==> config.mk <==
export PLATFORM = sky130hd
export DESIGN_NAME = disp_out_gen
export DESIGN_NICKNAME = d
export VERILOG_FILES = /design/src/rtl/disp_out_gen.sv
export SDC_FILE = /design/constraint.sdc
export NUM_CORES = 1
export LEC_CHECK = 0
export ABC_CLOCK_PERIOD_IN_PS = 1100
export CAP_MARGIN = 0
export CORE_MARGIN = 1.5
export CORE_UTILIZATION = 31
export CTS_CLUSTER_DIAMETER = 150
export CTS_CLUSTER_SIZE = 28
export DETAILED_ROUTE_END_ITERATION = 10
export PLACE_DENSITY = 0.8
export SLEW_MARGIN = 20
export SYNTH_ARGS = -nofsm -noshare
export SYNTH_HDL_FRONTEND = slang
export SYNTH_SLANG_ARGS = --single-unit
==> constraint.sdc <==
create_clock -name PCK -period 1.1 [get_ports PCK]
set_input_delay 0.11 -clock PCK [delete_from_list [all_inputs] [get_ports PCK]]
set_output_delay 0.11 -clock PCK [all_outputs]
set_load 0.05 [all_outputs]
==> src/rtl/disp_out_gen.sv <==
// disp_out_gen: display output stage between the pixel FIFO and the video encoder.
//
// Uses the external HCNT/VCNT timing counters to generate:
//   - the FIFO read window (FIFORD);
//   - the once-per-frame VRAM read start pulse (AXISTART);
//   - pixel-aligned RGB with the data-enable (VGA_DE);
//   - a sticky FIFO underflow flag (UNDERFLOW).
// DISPON is latched once per frame at HCNT==0, VCNT==VSTART-1, so mid-frame toggles cannot
// tear the picture. When the display is off or the FIFO runs dry, BGCOLOR is shown instead.
//
// Optional build macro DISP_OUT_TESTPAT_EN adds a TESTMODE input. TESTMODE is latched
// alongside DISPON. When set, the active area shows eight vertical colour bars and
// FIFORD stays low.
//
// Ports:
//   PCK        pixel clock
//   PRST       synchronous active-high reset
//   DISPON     display enable request (frame-latched)
//   HCNT/VCNT  external horizontal / vertical counters
//   FIFORD     registered FIFO read request
//   FIFOEMPTY  FIFO empty (the FIFO ignores reads while empty)
//   FIFODATA   pixel {R,G,B}, valid FIFO_LAT cycles after the FIFORD-high cycle
//   BGCOLOR    background {R,G,B}
//   UFCLR      clears UNDERFLOW (a coincident set wins)
//   TESTMODE   colour-bar request (DISP_OUT_TESTPAT_EN builds only)
//   AXISTART   one-cycle frame read start pulse
//   VGA_R/G/B  pixel colour
//   VGA_DE     active-video enable
//   UNDERFLOW  sticky underflow flag
//
// Parameter constraints: HSTART >= FIFO_LAT+2, VSTART >= 1, 1 <= FIFO_LAT <= 4.
module disp_out_gen #(
  parameter int unsigned HPERIOD  = 800,
  parameter int unsigned HFRONT   = 16,
  parameter int unsigned HWIDTH   = 96,
  parameter int unsigned HBACK    = 48,
  parameter int unsigned VPERIOD  = 525,
  parameter int unsigned VFRONT   = 10,
  parameter int unsigned VWIDTH   = 2,
  parameter int unsigned VBACK    = 33,
  parameter int unsigned CW       = 4,
  parameter int unsigned FIFO_LAT = 2,
  parameter int unsigned CNTW     = 10
) (
  input  logic            PCK,
  input  logic            PRST,
  input  logic            DISPON,
  input  logic [CNTW-1:0] HCNT,
  input  logic [CNTW-1:0] VCNT,
  output logic            FIFORD,
  input  logic            FIFOEMPTY,
  input  logic [3*CW-1:0] FIFODATA,
  input  logic [3*CW-1:0] BGCOLOR,
  input  logic            UFCLR,
`ifdef DISP_OUT_TESTPAT_EN
  input  logic            TESTMODE,
`endif
  output logic            AXISTART,
  output logic [CW-1:0]   VGA_R,
  output logic [CW-1:0]   VGA_G,
  output logic [CW-1:0]   VGA_B,
  output logic            VGA_DE,
  output logic            UNDERFLOW
);

  localparam int unsigned HSTART = HFRONT + HWIDTH + HBACK;
  localparam int unsigned VSTART = VFRONT + VWIDTH + VBACK;
  // FIFORD leads VGA_DE by the FIFO latency, the input stage and the output register.
  localparam int unsigned LEAD   = FIFO_LAT + 2;

  localparam logic [CNTW-1:0] HSetPos   = CNTW'(HSTART - LEAD);
  localparam logic [CNTW-1:0] HClrPos   = CNTW'(HPERIOD - LEAD);
  localparam logic [CNTW-1:0] VStartPos = CNTW'(VSTART);
  localparam logic [CNTW-1:0] VLatchPos = CNTW'(VSTART - 1);
  localparam logic [CNTW-1:0] VLastPos  = CNTW'(VPERIOD - 1);

  // Frame-latched control
  logic dispon_f_q;
  logic axistart_q, axistart_d;

  // Read window
  logic act_q, act_d;
  logic fiford_q, fiford_d;

  // Alignment pipeline, stage 0 first, tail at FIFO_LAT-1
  logic [FIFO_LAT-1:0] en_pipe_q, en_pipe_d;
  logic [FIFO_LAT-1:0] on_pipe_q, on_pipe_d;
  logic [FIFO_LAT-1:0] valid_pipe_q, valid_pipe_d;

  // Output register and flags
  logic [3*CW-1:0] rgb_q, rgb_d;
  logic            de_q, de_d;
  logic            underflow_q, underflow_d;

  logic frame_latch;
  logic line_active;
  logic tail_en, tail_on, tail_valid;
  logic test_on;

`ifdef DISP_OUT_TESTPAT_EN
  localparam int unsigned BarWidth = (HPERIOD - HSTART) / 8;
  // Floor log2 of the bar width, so that all eight bars fit in the active area.
  localparam int unsigned BarShift = $clog2(BarWidth + 1) - 1;

  logic                test_f_q;
  logic [FIFO_LAT-1:0] test_pipe_q, test_pipe_d;
  logic                tail_test;
  logic [CNTW-1:0]     bar_pos;
  logic [2:0]          bar_idx;
  logic [3*CW-1:0]     bar_rgb;

  assign test_on   = test_f_q;
  assign tail_test = test_pipe_q[FIFO_LAT-1];

  // The output register loads during the cycle before the pixel it drives.
  // Indexing with HCNT+1 therefore lines the bars up with VGA_DE, with no extra delay.
  always_comb begin
    bar_pos = HCNT + CNTW'(1) - CNTW'(HSTART);
    bar_idx = 3'(bar_pos >> BarShift);
    bar_rgb = {{CW{bar_idx[2]}}, {CW{bar_idx[1]}}, {CW{bar_idx[0]}}};
  end
`else
  assign test_on = 1'b0;
`endif

  assign frame_latch = (HCNT == '0) && (VCNT == VLatchPos);
  assign line_active = (VCNT >= VStartPos) && (VCNT <= VLastPos);

  assign tail_en    = en_pipe_q[FIFO_LAT-1];
  assign tail_on    = on_pipe_q[FIFO_LAT-1];
  assign tail_valid = valid_pipe_q[FIFO_LAT-1];

  // Read window: set/clear positions, forced low outside active lines. FIFORD tracks
  // act but is gated with the latched enable at set time, so it never starts mid-line.
  always_comb begin
    act_d    = act_q;
    fiford_d = fiford_q;
    if (!line_active) begin
      act_d    = 1'b0;
      fiford_d = 1'b0;
    end else if (HCNT == HSetPos) begin
      act_d    = 1'b1;
      fiford_d = dispon_f_q & ~test_on;
    end else if (HCNT == HClrPos) begin
      act_d    = 1'b0;
      fiford_d = 1'b0;
    end
  end

  assign axistart_d = frame_latch & DISPON;

  // Each pipeline stage carries the window, the display state and whether the FIFO
  // actually served the read. The tail therefore lines up with FIFODATA.
  always_comb begin
    en_pipe_d       = '0;
    on_pipe_d       = '0;
    valid_pipe_d    = '0;
    en_pipe_d[0]    = act_q;
    on_pipe_d[0]    = dispon_f_q;
    valid_pipe_d[0] = fiford_q & ~FIFOEMPTY;
    for (int s = 1; s < FIFO_LAT; s++) begin
      en_pipe_d[s]    = en_pipe_q[s-1];
      on_pipe_d[s]    = on_pipe_q[s-1];
      valid_pipe_d[s] = valid_pipe_q[s-1];
    end
  end

`ifdef DISP_OUT_TESTPAT_EN
  always_comb begin
    test_pipe_d    = '0;
    test_pipe_d[0] = test_f_q;
    for (int s = 1; s < FIFO_LAT; s++) begin
      test_pipe_d[s] = test_pipe_q[s-1];
    end
  end
`endif

  // Output selection: bars, FIFO pixel or background inside the window, black outside.
  always_comb begin
    rgb_d = '0;
    de_d  = 1'b0;
    if (tail_en) begin
      de_d = 1'b1;
`ifdef DISP_OUT_TESTPAT_EN
      if (tail_on && tail_test) begin
        rgb_d = bar_rgb;
      end else
`endif
      if (tail_on && tail_valid) begin
        rgb_d = FIFODATA;
      end else begin
        rgb_d = BGCOLOR;
      end
    end
  end

  // A read issued while the FIFO is empty sets the flag. Set takes priority over UFCLR.
  assign underflow_d = (fiford_q & FIFOEMPTY) | (underflow_q & ~UFCLR);

  always_ff @(posedge PCK) begin
    if (PRST) begin
      dispon_f_q   <= 1'b0;
      axistart_q   <= 1'b0;
      act_q        <= 1'b0;
      fiford_q     <= 1'b0;
      en_pipe_q    <= '0;
      on_pipe_q    <= '0;
      valid_pipe_q <= '0;
      rgb_q        <= '0;
      de_q         <= 1'b0;
      underflow_q  <= 1'b0;
`ifdef DISP_OUT_TESTPAT_EN
      test_f_q     <= 1'b0;
      test_pipe_q  <= '0;
`endif
    end else begin
      if (frame_latch) begin
        dispon_f_q <= DISPON;
`ifdef DISP_OUT_TESTPAT_EN
        test_f_q   <= TESTMODE;
`endif
      end
      axistart_q   <= axistart_d;
      act_q        <= act_d;
      fiford_q     <= fiford_d;
      en_pipe_q    <= en_pipe_d;
      on_pipe_q    <= on_pipe_d;
      valid_pipe_q <= valid_pipe_d;
      rgb_q        <= rgb_d;
      de_q         <= de_d;
      underflow_q  <= underflow_d;
`ifdef DISP_OUT_TESTPAT_EN
      test_pipe_q  <= test_pipe_d;
`endif
    end
  end

  assign FIFORD    = fiford_q;
  assign AXISTART  = axistart_q;
  assign VGA_R     = rgb_q[3*CW-1:2*CW];
  assign VGA_G     = rgb_q[2*CW-1:CW];
  assign VGA_B     = rgb_q[CW-1:0];
  assign VGA_DE    = de_q;
  assign UNDERFLOW = underflow_q;

endmodule

After elaboration in Yosys (flattened, before gate mapping)
Cells that the tools add are included.

Register bits: 24. Input bits: 49. Output and inout bits: 16. Logic and storage cells: 36.

Order comparisons: 2. Eq/ne operators: 3. Mux-type cells: 5. Bitwise logic cells: 9. Reduce and logical (&&, ||, !) cells: 7.

Operator list (count): 12-bit two-way mux (1); 10-bit equality test (second input constant) (1); 10-bit by 6-bit equality test with 1-bit output (second input constant) (1); 10-bit by 8-bit equality test with 1-bit output (second input constant) (1); 10-bit by 6-bit greater-or-equal comparator with 1-bit output (second input constant) (1); 10-bit <= comparator (second input constant) (1); 10-bit logical NOT (1); 1-bit AND (4); 1-bit two-way mux (4); 1-bit inverter (4); 2-bit OR reduction (2); 1-bit logical AND (3); 2-bit nonzero test (1); 1-bit OR (1).

Depth between registers and ports, before layout
Word-level depth: 4. Depth in mapped cells: 5. Depth with buffers taken out: 4.

Worst setup path after synthesis
Ideal clock, no wire load.

Kind: input -> register. From: in VCNT[5]. To: reg fiford_q (netlist: FIFORD). Library setup time: 0.070 ns. Data arrival time: 1.130 ns. Required time: 1.030 ns. Path slack: -0.099 ns. Cell stages on the path: 4. Buffers on the path: 0. Cell sequence: or3b_1 > or4b_1 > o311a_1 > a21oi_1.

Word-level cells in the longest chain between the ends: 4. Elaborated cells between the ends (all ways): 5. Classes of those cells: order compare (2); bitwise (1); reduce/logical (2).

Ends and longest elaborated chain: from (decl) (RTL line 49) `input logic [CNTW-1:0] VCNT,`; 10-bit by 6-bit greater-or-equal comparator with 1-bit output or 10-bit <= comparator (tied branches) (RTL line 127) `assign line_active = (VCNT >= VStartPos) && (VCNT <= VLastPos);`; 1-bit logical AND * (RTL line 127); 1-bit inverter (no line) *; 2-bit OR reduction (no line) *; to (signal assigned) (RTL line 225) `fiford_q <= fiford_d;`; to (decl) (RTL line 83) `logic fiford_q, fiford_d;`.

Every way passes the cells marked *; elsewhere a longest branch is shown, timed or not. A chain may end at the register's enable or synchronous reset.

Worst setup path after layout
From: in PRST. To: reg fiford_q (netlist: FIFORD).

Word-level cells in the longest chain between the ends: 1.

Ends and longest elaborated chain: from (decl) (RTL line 46) `input logic PRST,`; 2-bit OR reduction (no line).

No other way between the ends.

==> summary.md <==
| Metric | Value |
|---|---|
| Compound-Gate Fraction of Synth Area | 0.146 |
| Seq/Total Area, Yosys | 0.514 |
| Clk_skew | 0.00524 ns |
| Chip height | 57.9 um |
| Worst R2R Setup Slack | 0.13 ns |
| Root buffer cell | clkbuf_4 |
| ANT cells | 0 |
| Hold depth | 3 |
| Final Setup Violations | 0 |
| Critical path type | input pin to flip-flop |
| Minimum clock period | 1.09 ns |
| Synth top area share | 0.514 |
| Die width | 57.9 um |
| Final HPWL DP | 2400 um |
| First-pass GRT wire length | 4640 um |
| CP peak stage delay | 0.49 ns |
| Unrepaired setup endpoints after global routing | false |
| Worst-Margin Slew | 0.399 ns |
| Clk pin slew, worst setup/hold paths | 0.13 ns |
| Avg Inst Size Synth | 8.90 um^2 |
| Status | complete, but fails checks |
| DRT Pass-1 Iters | 8 |
| Adder-cell share of the synthesized area | 0 |
| Crit-path cells | buf_2 > or3b_1 > or4b_1 > o311a_1 > a21oi_1 |
| Hold Crit Class | input pin to flip-flop |
| R2R cell count | 3 |
| Synth cell types | 31 |
| Largest net degree at the start of global routing | 14 |
| FFs w/ async S/R, synth | 0 |
| CP arrival | 1.34 ns |
| R2r startpoint | valid_pipe_q[1] |
| Cell count after synthesis | 105 |
| Ys flop type | dfxtp_1 |
| Fraction of the cycle the final worst path needs | 0.990 |
| FF+latch count, synth | 24 |
| Non-Filler Instances | 212 |
| Largest family of logic cells by synthesized area | simple AND/OR/NAND/NOR gates |
| Power Density | 829 nW/um^2 |
| Initial antenna violation count | 0 |
| # DRC | 9 |
| TritonCTS clock tree | yes |
| Yosys warnings | 0 |
| Relative slew slack | 0.733 |
| Worst setup SP type | input pin |
| Port bufs | 64 |
| CORE AREA | 2810 um^2 |
| # IOs | 65 |
| Mapped cell area | 935 um^2 |
| Mux cell area share after synthesis | 0 |
| R2r endpoint | rgb_q[3] |
| GP Congestion | 0.779 |
| Synth Area in Simple Gates | 0.312 |
| Drt via density | 5.10 |
| Leak Pwr | 0.763 nW |
| Slowest-stage cell, CP | or4b_1 |
| Vias in the first global route | 1092 |
| Initial Utilization | 0.333 |
| CTS Buf Count | 3 |
| Post-synth EDFFs | 0 |
| Largest area contributor in the netlist | dfxtp_1 |
| Power, Total | 0.00157 W |
| First DRT Iteration DRCs | 44 |
| Grt ovf | 0 |
| Max_cap viols | 0 |
| Post-synth net total | 154 |
| Dominant cells by area after synthesis | dfxtp_1 51%, nand2_1 10%, a21oi_1 8.0%, nand4_1 2.7%, nor2b_1 2.7% |
| Post-synthesis xor/xnor area fraction | 0 |
| FMAX | 918 MHz |
| Peak supply drop | 0.000398 V |
| Clk Latency, worst-skew pair | 0.31 ns |
| Failing checks | design-rule violations |
| Antenna viol nets, final | 0 |
| CTS Hold Bufs | 0 |
| Clk buf depth | 2 |
| Placed cell count | 207 |
| Max FO, Critical Path | 2 |
| Overall routed net length | 2980 um |
| CTS H-tree depth | 1 |
| FP Rows | 19 |
| Final Hold Fails | 0 |
| Layout net count | 231 |
| Hold path endpoint | en_pipe_q[0] |
| Detailed-route via count | 1082 |
| Slew Limit Fails | 0 |
| Worst EP required | 1.35 ns |
| Share of layout cells above drive strength 1 | 0.260 |
| Total GRT Usage | 0.181 |
| Worst hold start | PRST |
| # clock sinks | 24 |
| Die area | 3350 um^2 |
| Area Growth Syn to Fin | 102% |
| Setup crit end kind | flip-flop |
| Wire per inst | 14.1 um |
[layer usage]
metal | track usage | vias up | part of all wire
met5 | 0 | - | 0
met4 | 0.0864 | 0 | 0.0050
met3 | 0.0491 | 2 | 0.13
met2 | 0.336 | 68 | 0.50
met1 | 0.185 | 494 | 0.37
li1 | - | 518 | -
[state kept, by name (all words and copies together) (netlist names)]
register      count
VGA_DE            1
FIFORD            1
act_q             1
valid_pipe_q      2
AXISTART          1
rgb_q            12
UNDERFLOW         1
en_pipe_q         2
dispon_f_q        1
on_pipe_q         2
[layout by cell type, fill, tap and decap left out, types with 2 or more instances in the layout]
| cell type | count |
|---|---|
| buf_12 | 17 |
| nand2b_1 | 2 |
| nor4b_2 | 2 |
| clkdlybuf4s50_1 | 29 |
| dlygate4sd2_1 | 11 |
| nand2_1 | 26 |
| a21oi_1 | 15 |
| dfxtp_1 | 24 |
| clkdlybuf4s15_1 | 4 |
| nor2_1 | 2 |
| buf_2 | 3 |
| nand4_1 | 4 |
| nor3b_1 | 2 |
| clkbuf_4 | 3 |
| nor2b_1 | 4 |
| buf_4 | 11 |
[critical path: cells and delay by family]
| family | cells | cell delay, ns |
|---|---|---|
| simple gates | 2 | 0.87 |
| compound gates | 2 | 0.25 |
| buf+inv | 1 | 0.10 |
[logic make-up (layout without fill, tap and decap cells)]
family | Yosys count | after routing
DFF | 24 | 24
buffers and inverters | 6 | 82
AOI/OAI and AO/OA | 22 | 22
and+or+nand+nor | 53 | 53
[cell usage after synthesis (all sizes together), types with 3 or more instances]
master / number
dfxtp: 24
nor2: 3
nor3b: 3
a21oi: 15
nand2: 26
nor2b: 4
nand4: 4
[how the worst max path moves through the flow]
stage	start	end	slack (ns)	depth (start not counted)
after floorplan	VCNT[5]	FIFORD	-0.1	4
after global placement	VCNT[9]	act_q	-0.58	5
after detailed placement	VCNT[9]	act_q	-0.65	5
after CTS	PRST	FIFORD	0.002	5
after global routing	HCNT[3]	dispon_f_q	0.001	5
final	PRST	FIFORD	0.01	5
[cell type report]
class | count | area [um^2]
fill | 233 | 915
timing repair buffer | 76 | 870
sequential | 24 | 480
multi-input combinational | 75 | 458
tap | 31 | 38.8
clock buffer | 4 | 36.3
inverter | 2 | 7.51
[stage by stage]
step / hold WS, ns / setup TNS, ns / setup WS, ns / util / instance area, um^2
after CTS: 0.136 / 0 / 0.00151 / 0.672 / 1890
after global placement: 0.424 / -3.48 / -0.579 / 0.663 / 1860
final: 0.144 / 0 / 0.0113 / 0.674 / 1890
after global routing: 0.157 / 0 / 0.00128 / 0.674 / 1890
after floorplan: 0.186 / -0.199 / -0.0995 / - / 943
after detailed placement: 0.427 / -4.16 / -0.653 / 0.663 / 1860
[report_power, final]
group | internal, W | switching, W
Combinational | 0.000168 | 0.0000787
Sequential | 0.000869 | 0.0000000278
Clock | 0.000202 | 0.000249
[timing repair]
item / in CTS / in global routing
setup buffers: 1 / 0
resized for setup: 31 / 8
pin swaps: 7 / 5
endpoints found under the setup margin: 4 / 10
Power figures use the tool's default switching activity.
